[config.mk]
export PLATFORM = sky130hd
export DESIGN_NAME = fir_output_stage
export DESIGN_NICKNAME = d
export VERILOG_FILES = /design/src/rtl/fir_pkg.sv /design/src/rtl/fir_out_fifo.sv /design/src/rtl/fir_output_stage.sv
export SDC_FILE = /design/constraint.sdc
export NUM_CORES = 1
export LEC_CHECK = 0
export BUFFER_PORTS_ARGS = -buffer_cell sky130_fd_sc_hd__buf_2
export CAP_MARGIN = 20
export CORE_UTILIZATION = 55
export CTS_CLUSTER_DIAMETER = 200
export DETAILED_ROUTE_END_ITERATION = 10
export GPL_TIMING_DRIVEN = 0
export PLACE_DENSITY_LB_ADDON = 0.12
export SYNTH_ARGS = -nofsm -noshare
export SYNTH_HDL_FRONTEND = slang
export SYNTH_SLANG_ARGS = --single-unit
[constraint.sdc]
create_clock -name clk -period 3.72 [get_ports clk]
set_clock_uncertainty 0.05 [all_clocks]
set_input_delay 0.744 -clock clk [delete_from_list [all_inputs] [get_ports clk]]
set_output_delay 0.744 -clock clk [all_outputs]
set_load 0.02 [all_outputs]
[src/rtl/fir_pkg.sv]
// Shared constants and types for the FIR datapath (tap chain and output stage).
package fir_pkg;
  localparam int SUM_W      = 24;
  localparam int OUT_W      = 8;
  localparam int COEF_W     = 16;
  localparam int SAMPLE_W   = 8;
  localparam int FRAC_SHIFT = 15;

  typedef logic signed [SUM_W-1:0]    sum_t;
  typedef logic signed [SAMPLE_W-1:0] sample_t;

  // Event counter that sticks at all-ones instead of wrapping.
  function automatic logic [15:0] sat_inc(input logic [15:0] c);
    return (c == 16'hFFFF) ? c : c + 16'd1;
  endfunction
endpackage

[src/rtl/fir_out_fifo.sv]
// Synchronous FIFO; the head is read straight from storage flops, so rdata
// and empty never depend combinationally on pop.
module fir_out_fifo #(
  parameter int W     = 8,
  parameter int DEPTH = 4
) (
  input  logic                       clk,
  input  logic                       reset,
  input  logic                       push,
  input  logic                       pop,
  input  logic [W-1:0]               wdata,
  output logic [W-1:0]               rdata,
  output logic                       full,
  output logic                       empty,
  output logic [$clog2(DEPTH+1)-1:0] count
);
  localparam int AW = $clog2(DEPTH);
  localparam int CW = $clog2(DEPTH+1);

  logic [DEPTH-1:0][W-1:0] mem_q, mem_d;
  logic [AW-1:0]           wr_q, wr_d, rd_q, rd_d;
  logic [CW-1:0]           cnt_q, cnt_d;
  logic                    do_push, do_pop;

  always_comb begin
    do_pop  = pop && (cnt_q != '0);
    // A full FIFO still takes a write when the head leaves the same cycle.
    do_push = push && ((cnt_q != CW'(DEPTH)) || do_pop);
    mem_d   = mem_q;
    wr_d    = wr_q;
    rd_d    = rd_q;
    cnt_d   = cnt_q;
    if (do_push) begin
      mem_d[wr_q] = wdata;
      wr_d        = wr_q + AW'(1);
    end
    if (do_pop) rd_d = rd_q + AW'(1);
    case ({do_push, do_pop})
      2'b10:   cnt_d = cnt_q + CW'(1);
      2'b01:   cnt_d = cnt_q - CW'(1);
      default: cnt_d = cnt_q;
    endcase
  end

  always_ff @(posedge clk) begin
    if (reset) begin
      mem_q <= '0;
      wr_q  <= '0;
      rd_q  <= '0;
      cnt_q <= '0;
    end else begin
      mem_q <= mem_d;
      wr_q  <= wr_d;
      rd_q  <= rd_d;
      cnt_q <= cnt_d;
    end
  end

  assign rdata = mem_q[rd_q];
  assign full  = (cnt_q == CW'(DEPTH));
  assign empty = (cnt_q == '0);
  assign count = cnt_q;
endmodule

[src/rtl/fir_output_stage.sv]
// Tail of the transposed FIR: decimate, round/saturate the tap-chain sum to the
// sample domain, and queue results for a valid/ready consumer without stalling.
module fir_output_stage #(
  parameter int SUM_W      = fir_pkg::SUM_W,
  parameter int OUT_W      = fir_pkg::OUT_W,
  parameter int FRAC_SHIFT = fir_pkg::FRAC_SHIFT,
  parameter int DECIM      = 1,
  parameter int FIFO_DEPTH = 4
) (
  input  logic             clk,
  input  logic             reset,
  input  logic             sample_en,
  input  logic [SUM_W-1:0] sum_in,
  output logic [OUT_W-1:0] out_data,
  output logic             out_valid,
  input  logic             out_ready,
  output logic [15:0]      sat_count,
  output logic [15:0]      drop_count
);
  import fir_pkg::*;

  localparam int PH_W = (DECIM > 1) ? $clog2(DECIM) : 1;
  localparam int CW   = $clog2(FIFO_DEPTH+1);
  localparam logic signed [SUM_W:0] RND  = (SUM_W+1)'(2**(FRAC_SHIFT-1));
  localparam logic signed [SUM_W:0] MAXV = (SUM_W+1)'(2**(OUT_W-1) - 1);
  localparam logic signed [SUM_W:0] MINV = (SUM_W+1)'(-(2**(OUT_W-1)));

  logic [PH_W-1:0]   phase_q, phase_d;
  logic              v1_q, v1_d, v2_q, v2_d, sat2_q, sat2_d;
  logic [SUM_W-1:0]  s1_q, s1_d;
  logic [OUT_W-1:0]  q2_q, q2_d;
  logic [15:0]       sat_count_q, sat_count_d, drop_count_q, drop_count_d;
  logic signed [SUM_W:0] sum_ext, t;
  logic              sat_hi, sat_lo, pop, drop, fifo_full, fifo_empty;
  logic [CW-1:0]     fifo_count;

  always_comb begin
    phase_d = phase_q;
    if (sample_en) phase_d = (phase_q == PH_W'(DECIM-1)) ? '0 : phase_q + PH_W'(1);
    v1_d = sample_en && (phase_q == '0);
    s1_d = v1_d ? sum_in : s1_q;

    // One guard bit so adding the rounding constant cannot overflow.
    sum_ext = $signed({s1_q[SUM_W-1], s1_q});
    t       = (sum_ext + RND) >>> FRAC_SHIFT;
    sat_hi  = (t > MAXV);
    sat_lo  = (t < MINV);
    v2_d    = v1_q;
    sat2_d  = v1_q && (sat_hi || sat_lo);
    q2_d    = sat_hi ? MAXV[OUT_W-1:0] : sat_lo ? MINV[OUT_W-1:0] : t[OUT_W-1:0];

    pop          = out_valid && out_ready;
    drop         = v2_q && fifo_full && !pop;
    sat_count_d  = (v2_q && sat2_q) ? sat_inc(sat_count_q) : sat_count_q;
    drop_count_d = drop ? sat_inc(drop_count_q) : drop_count_q;
  end

  always_ff @(posedge clk) begin
    if (reset) begin
      phase_q      <= '0;
      v1_q         <= 1'b0;
      s1_q         <= '0;
      v2_q         <= 1'b0;
      sat2_q       <= 1'b0;
      q2_q         <= '0;
      sat_count_q  <= '0;
      drop_count_q <= '0;
    end else begin
      phase_q      <= phase_d;
      v1_q         <= v1_d;
      s1_q         <= s1_d;
      v2_q         <= v2_d;
      sat2_q       <= sat2_d;
      q2_q         <= q2_d;
      sat_count_q  <= sat_count_d;
      drop_count_q <= drop_count_d;
    end
  end

  fir_out_fifo #(.W(OUT_W), .DEPTH(FIFO_DEPTH)) u_fifo (
    .clk   (clk),
    .reset (reset),
    .push  (v2_q),
    .pop   (pop),
    .wdata (q2_q),
    .rdata (out_data),
    .full  (fifo_full),
    .empty (fifo_empty),
    .count (fifo_count)
  );

  assign out_valid  = !fifo_empty;
  assign sat_count  = sat_count_q;
  assign drop_count = drop_count_q;

  a_full_count: assert property (@(posedge clk) disable iff (reset)
    fifo_full == (fifo_count == CW'(FIFO_DEPTH)));
endmodule

==> metrics.txt, run 1 <==
die height=90.3 µm; FP Rows=31; Reg2Reg Setup Slack=1.16 ns; die width=90.3 µm; Starting Density=57.9%; final setup TNS=0 ns; HP Start=v1_q; Post-Place Cells=614; ant diodes=0; DR pass1 iterations=4; min Tclk post-route=2.87 ns; Hold Path Sink=v2_q; post-DP HPWL=6700 µm; critical path type=reg2out; setup ws final=0.846 ns; TritonCTS clock tree=built; first-pass GRT wire length=16,200 µm; Port Buffers=54; hold path depth=1; Clock Pin Slew Worst Setup and Hold Paths=0.09 ns; met1 usage=32.0%; Ports=69; Synth-to-Final Area Change=13.3%; fin crit share=77.3%; CTS Root Cell=clkbuf_8; Top FF cell, synth=dfxtp_1; busiest grt layer=met2; Slew @ Worst Pin=0.958 ns; fin area=0.00486 mm²; initial antenna violation count=0; R2R depth=6; Post-DRT Antenna Nets=0; Post-Layout Cell Count=630; fraction of registers with async set or reset after synthesis=0%; Layout Nets=563; register area share after synthesis=43.0%; CTS Hold Bufs=0; Post-Synth XOR/XNOR Area=2.25%; simple-gate share of the synthesized area=21.4%; Clock Path Buffers=2; Final Hold Fails=0; H-tree depth=3; routing usage on met3=5.39%; Syn Nets=498; Post-route DRC=0; Core Area=0.00741 mm²; First DRT Iteration DRCs=187; crit path DAT=2.08 ns; Post-synth top cells=dfxtp_1, nor2_1, mux2i_1; Final Wtd Congestion=0.808; die footprint=0.00815 mm²; status=finished, final reports clean; Setup Fix Bufs, Post-CTS=0; share of cells above drive strength 1=17.9%; placed cell area=0.00468 mm²; FF+latch count, synth=92; Post-CTS Resized=0; clk_lat worst skew=0.36 ns; count of cell types in the netlist=46; Final Core Density=65.6%; WL final=9430 µm; Leak=2.09 nW; post-synthesis cell area=0.00429 mm²; Synth area leaders=dfxtp_1, mux2i_1, nor2_1, mux4_2, mux2_2; post-synthesis mux area share=18.1%; CTS buffer count=9; vias in the first global route=3,442; Yosys top cell area share=43.0%; Avg Synthesized Cell Area=9.30 µm²; Max-Cap Viols=0; Place WS=0.723 ns; post-DR wirelength/cell=15.0 µm; reg-to-reg critical path endpoint=drop_count[13]; crit path launch type=flop; total grt overflow=0; crit end category=output pin; RSZ-0062 raised after global routing=no; clk sinks=92; largest net degree at the start of global routing=16; Max Fclk=0.348 GHz; Total GRT Usage=24.5%; cells after synthesis=461; routed via count=3,632; area fraction in compound gates after synthesis=9.54%; number of synthesized flops with an enable pin=0; area leader, netlist=dfxtp_1; Max-slew headroom=35.6%; grt met2 use=40.3%; Max FO, Critical Path=10; HP Class=reg2reg; largest family of logic cells by synthesized area=simple AND/OR/NAND/NOR gates; Worst R2R Start=u_fifo.count[0]; Yosys warning total=0; most common cell in the netlist=dfxtp_1; adder-cell share of the synthesized area=2.80%; Power Density=386 mW/mm²; Final Slew Violations=0; DR vias/cell=5.77; Setup-failing EPs final=0; FILL cells=637; Peak VDD IR=0.000226 V; Worst EP required=2.93 ns
==> cell type report <==
type	instances	area [µm²]	share of cell area, %
clock inverter	5	36.3	0.747
tap	99	124	2.55
sequential	92	1840	37.9
buffer	21	81.3	1.67
multi-input combinational	336	2320	47.7
clock buffer	11	141	2.91
inverter	12	45.0	0.927
timing repair buffer	54	270	5.56
==> critical path, cell delays in order, from the launching register on <==
cell and delay (ns):
dfxtp_1 0.32, clkbuf_1 0.61, mux4_2 0.61, buf_2 0.18
==> how the worst max path moves through the flow <==
stage	startpoint	endpoint	slack, ns	depth (start not counted)
after CTS	u_fifo.rd_q[0]	out_data[7]	0.81	3
after global routing	u_fifo.rd_q[0]	out_data[7]	0.71	3
after floorplan	out_ready	drop_count[13]	0.98	6
final	u_fifo.rd_q[0]	out_data[7]	0.85	3
after global placement	out_ready	drop_count[13]	0.76	7
after detailed placement	out_ready	drop_count[13]	0.72	7
==> metal layers <==
layer | vias up | routed length, µm
met5 | - | 0
met4 | 0 | 115
met3 | 14 | 401
met2 | 93 | 4510
met1 | 1727 | 4400
li1 | 1798 | -
==> cells by family (layout without fill, tap and decap cells) <==
kind of cell / count (synthesis) / after routing
AND/OR/NAND/NOR: 183 / 183
flip-flops: 92 / 92
AO/OA/AOI/OAI: 67 / 67
multiplexers: 66 / 66
buffers and inverters: 33 / 103
XOR/XNOR: 11 / 11
adder cells (fa/ha/maj): 9 / 9
==> layout by cell type, fill, tap and decap left out, drive strengths merged, types with 2 or more instances in the layout <==
| cell type | count |
|---|---|
| or2 | 3 |
| a211oi | 2 |
| mux2i | 45 |
| a21oi | 27 |
| dfxtp | 92 |
| nor3 | 4 |
| nand3 | 18 |
| clkbuf | 26 |
| o31a | 2 |
| mux4 | 8 |
| xnor2 | 6 |
| clkinv | 2 |
| nor2b | 15 |
| clkinvlp | 3 |
| xor2 | 5 |
| or3 | 6 |
| mux2 | 13 |
| nand4 | 16 |
| o311ai | 2 |
| o21ai | 12 |
| ha | 8 |
| o31ai | 6 |
| and3 | 5 |
| and4 | 4 |
| buf | 60 |
| and2 | 4 |
| inv | 12 |
| nand2 | 24 |
| o22ai | 6 |
| nor2 | 67 |
| nor4 | 7 |
| or4 | 8 |
| a31oi | 2 |
==> state kept, by name (all words and copies together), names as in the netlist <==
signal and flops:
v2_q 1, s1_q 10, sat2_q 1, drop_count 16
q2_q 8, u_fifo.rd_q 2, u_fifo.count 3, v1_q 1
sat_count 16, u_fifo.mem_q 32, u_fifo.wr_q 2
==> power breakdown <==
group	total, W	switching [W]	internal, W
sequential	0.00104	0.0000302	0.00101
combinational	0.000214	0.000125	0.0000887
clock	0.000616	0.000353	0.000262
total	0.00187	0.000509	0.00136
==> stage by stage <==
stage          total power (W)  hold slack, ns
2_1_floorplan          0.00122           0.399
3_3_place_gp           0.00127           0.420
3_5_place_dp           0.00128           0.427
4_1_cts                0.00189           0.439
5_1_grt                0.00196           0.461
6_report               0.00187           0.436
Power figures use the tool's default switching activity.
==> run 2, diff against run 1 <==
==> constraint.sdc (replaced) <==
create_clock -name clk -period 2.7 [get_ports clk]
set_clock_uncertainty 0.05 [all_clocks]
set_input_delay 0.54 -clock clk [delete_from_list [all_inputs] [get_ports clk]]
set_output_delay 0.54 -clock clk [all_outputs]
set_load 0.02 [all_outputs]
==> run 2 against run 1 <==
Non-clock buffer count decreased by 1. Count of clock-buffer cells in the layout unchanged. Power increased by 38%. Highest routed layer unchanged. Hold slack got worse by 0.073 ns. Critical endpoint is now drop_count[13].
==> metrics.txt, run 2 (synthesized netlist as in run 1, its figures left out) <==
First DRT Iteration DRCs=163 (was 187); Ports=69 (unchanged); Final Slew Violations=0 (unchanged); Setup crit end=drop_count[13] (was out_data[7]); clk_lat worst skew=0.36 ns (about the same); crit path DAT=2.78 ns (was 2.08 ns); RSZ-0062 raised after global routing=no (unchanged); Port Buffers=54 (unchanged); Post-DRT Antenna Nets=0 (unchanged); HP Class=in2reg (was reg2reg); share of cells above drive strength 1=18.1% (was 17.9%); crit path launch type=flop (unchanged); Max Fclk=0.393 GHz; Total GRT Usage=24.5% (unchanged); Starting Density=57.9% (unchanged); Post-Layout Cell Count=629 (was 630); Reg2Reg Setup Slack=0.16 ns (was 1.16 ns); Max-Cap Viols=0 (unchanged); FILL cells=638 (was 637); FP Rows=31 (unchanged); reg-to-reg critical path endpoint=drop_count[13] (unchanged); CTS buffer count=9 (unchanged); hold path depth=3 (was 1); most common cell after layout, fill and taps aside=dfxtp_1 (unchanged); most frequent cells in the layout=dfxtp_1, nor2_1, buf_2 (unchanged); WL final=9410 µm (was 9430 µm); Critical path origin=u_fifo.count[0] (was u_fifo.rd_q[0]); Clock Path Buffers=2 (unchanged); Final Wtd Congestion=0.808 (unchanged); DR vias/cell=5.76 (was 5.77); vias in the first global route=3,446 (was 3,442); first-pass GRT wire length=16,200 µm (about the same); Core Area=0.00741 mm² (unchanged); Worst R2R Start=u_fifo.count[0] (unchanged); Max FO, Critical Path=8 (was 10); DR pass1 iterations=4 (unchanged); Leak=2.09 nW (about the same); Final Power=0.00258 W (was 0.00187 W); H-tree depth=3 (unchanged); routed via count=3,623 (was 3,632); Synth-to-Final Area Change=13.3% (about the same); Layout Nets=562 (was 563); initial antenna violation count=0 (unchanged); die width=90.3 µm (unchanged); ant diodes=0 (unchanged); R2R depth=6 (unchanged); critical path type=reg2reg (was reg2out); total grt overflow=0 (unchanged); Setup-failing EPs final=0 (unchanged); die footprint=0.00815 mm² (unchanged); min Tclk post-route=2.54 ns; die height=90.3 µm (unchanged); CTS Root Cell=clkbuf_8 (unchanged); Peak VDD IR=0.000311 V (was 0.000226 V); clk sinks=92 (unchanged); Power Density=531 mW/mm² (was 386 mW/mm²); number of flip-flops under the largest register name=32 (unchanged); Slew @ Worst Pin=0.958 ns (about the same); Setup Fix Bufs, Post-CTS=0 (unchanged); largest reg by FF count=u_fifo.mem_q (unchanged); status=finished, final reports clean (unchanged); post-DP HPWL=6700 µm (unchanged); Max-slew headroom=35.5% (was 35.6%); largest net degree at the start of global routing=16 (unchanged); Clock Pin Slew Worst Setup and Hold Paths=0.09 ns (about the same); Worst EP required=2.94 ns (was 2.93 ns); Post-Place Cells=614 (unchanged); Post-route DRC=0 (unchanged); fin crit share=94.1%; TritonCTS clock tree=built (unchanged); Final Hold Fails=0 (unchanged); crit end category=flop (was output pin); post-DR wirelength/cell=15.0 µm (about the same); CTS Hold Bufs=0 (unchanged)
-- run 2: changes by cell type in the layout (fill, tap and decap cells not counted) --
cell / before / now
dfxtp_1: 92 / 91
dfxtp_2: 0 / 1
clkbuf_1: 15 / 14
-- run 2: what timing repair did --
action	in CTS	in global routing
resized for setup	0	1
setup endpoints to repair	1	2
cloned	0	0
-- run 2: cell type report --
class / instances / area, µm² / share of cell area [%]
Multi-Input combinational cell: 336 / 2320 / 47.7
Timing Repair Buffer: 54 / 270 / 5.57
Clock inverter: 5 / 36.3 / 0.747
Inverter: 12 / 45.0 / 0.928
Buffer: 20 / 77.6 / 1.60
Tap cell: 99 / 124 / 2.55
Clock buffer: 11 / 141 / 2.91
Sequential cell: 92 / 1840 / 38.0
-- run 2: where the power goes --
part	switching [W]	internal, W
sequential	0.0000691	0.00140
clock	0.000485	0.000362
combinational	0.000144	0.000120
total	0.000698	0.00188
-- run 2: stage by stage --
stage / TNS (ns) / hold slack, ns / area, µm² / worst slack [ns] / util [%]
2_1_floorplan: 0 / 0.399 / 4290 / 0.163 / -
4_1_cts: 0 / 0.351 / 4850 / 0.122 / 65.5
5_1_grt: 0 / 0.364 / 4860 / 0.00845 / 65.5
3_5_place_dp: -0.194 / 0.427 / 4680 / -0.0928 / 63.2
3_3_place_gp: -0.136 / 0.420 / 4680 / -0.0607 / 63.2
6_report: 0 / 0.363 / 4860 / 0.158 / 65.5
-- run 2: layer usage --
metal	global-route usage (%)	part of all wire [%]
met5	0	0
met4	8.20	1.3
met3	5.56	4.0
met2	40.1	48
met1	32.0	47
-- run 2: worst max-delay path, stage by stage, from the launching register on --
cell	delay, ns
dfxtp_2	0.36
or4b_1	0.52
buf_2	0.18
or4_1	0.54
clkbuf_2	0.18
or4_1	0.51
a21oi_1	0.14
-- run 2: how the worst min path moves through the flow --
stage / from / slack [ns] / endpoint
floorplan: v1_q / 0.40 / v2_q
global placement: u_fifo.mem_q[10] / 0.42 / u_fifo.mem_q[10]
detailed placement: v1_q / 0.43 / v2_q
CTS: sum_in[15] / 0.35 / s1_q[15]
global route: sum_in[20] / 0.36 / s1_q[20]
finish: sum_in[15] / 0.36 / s1_q[15]
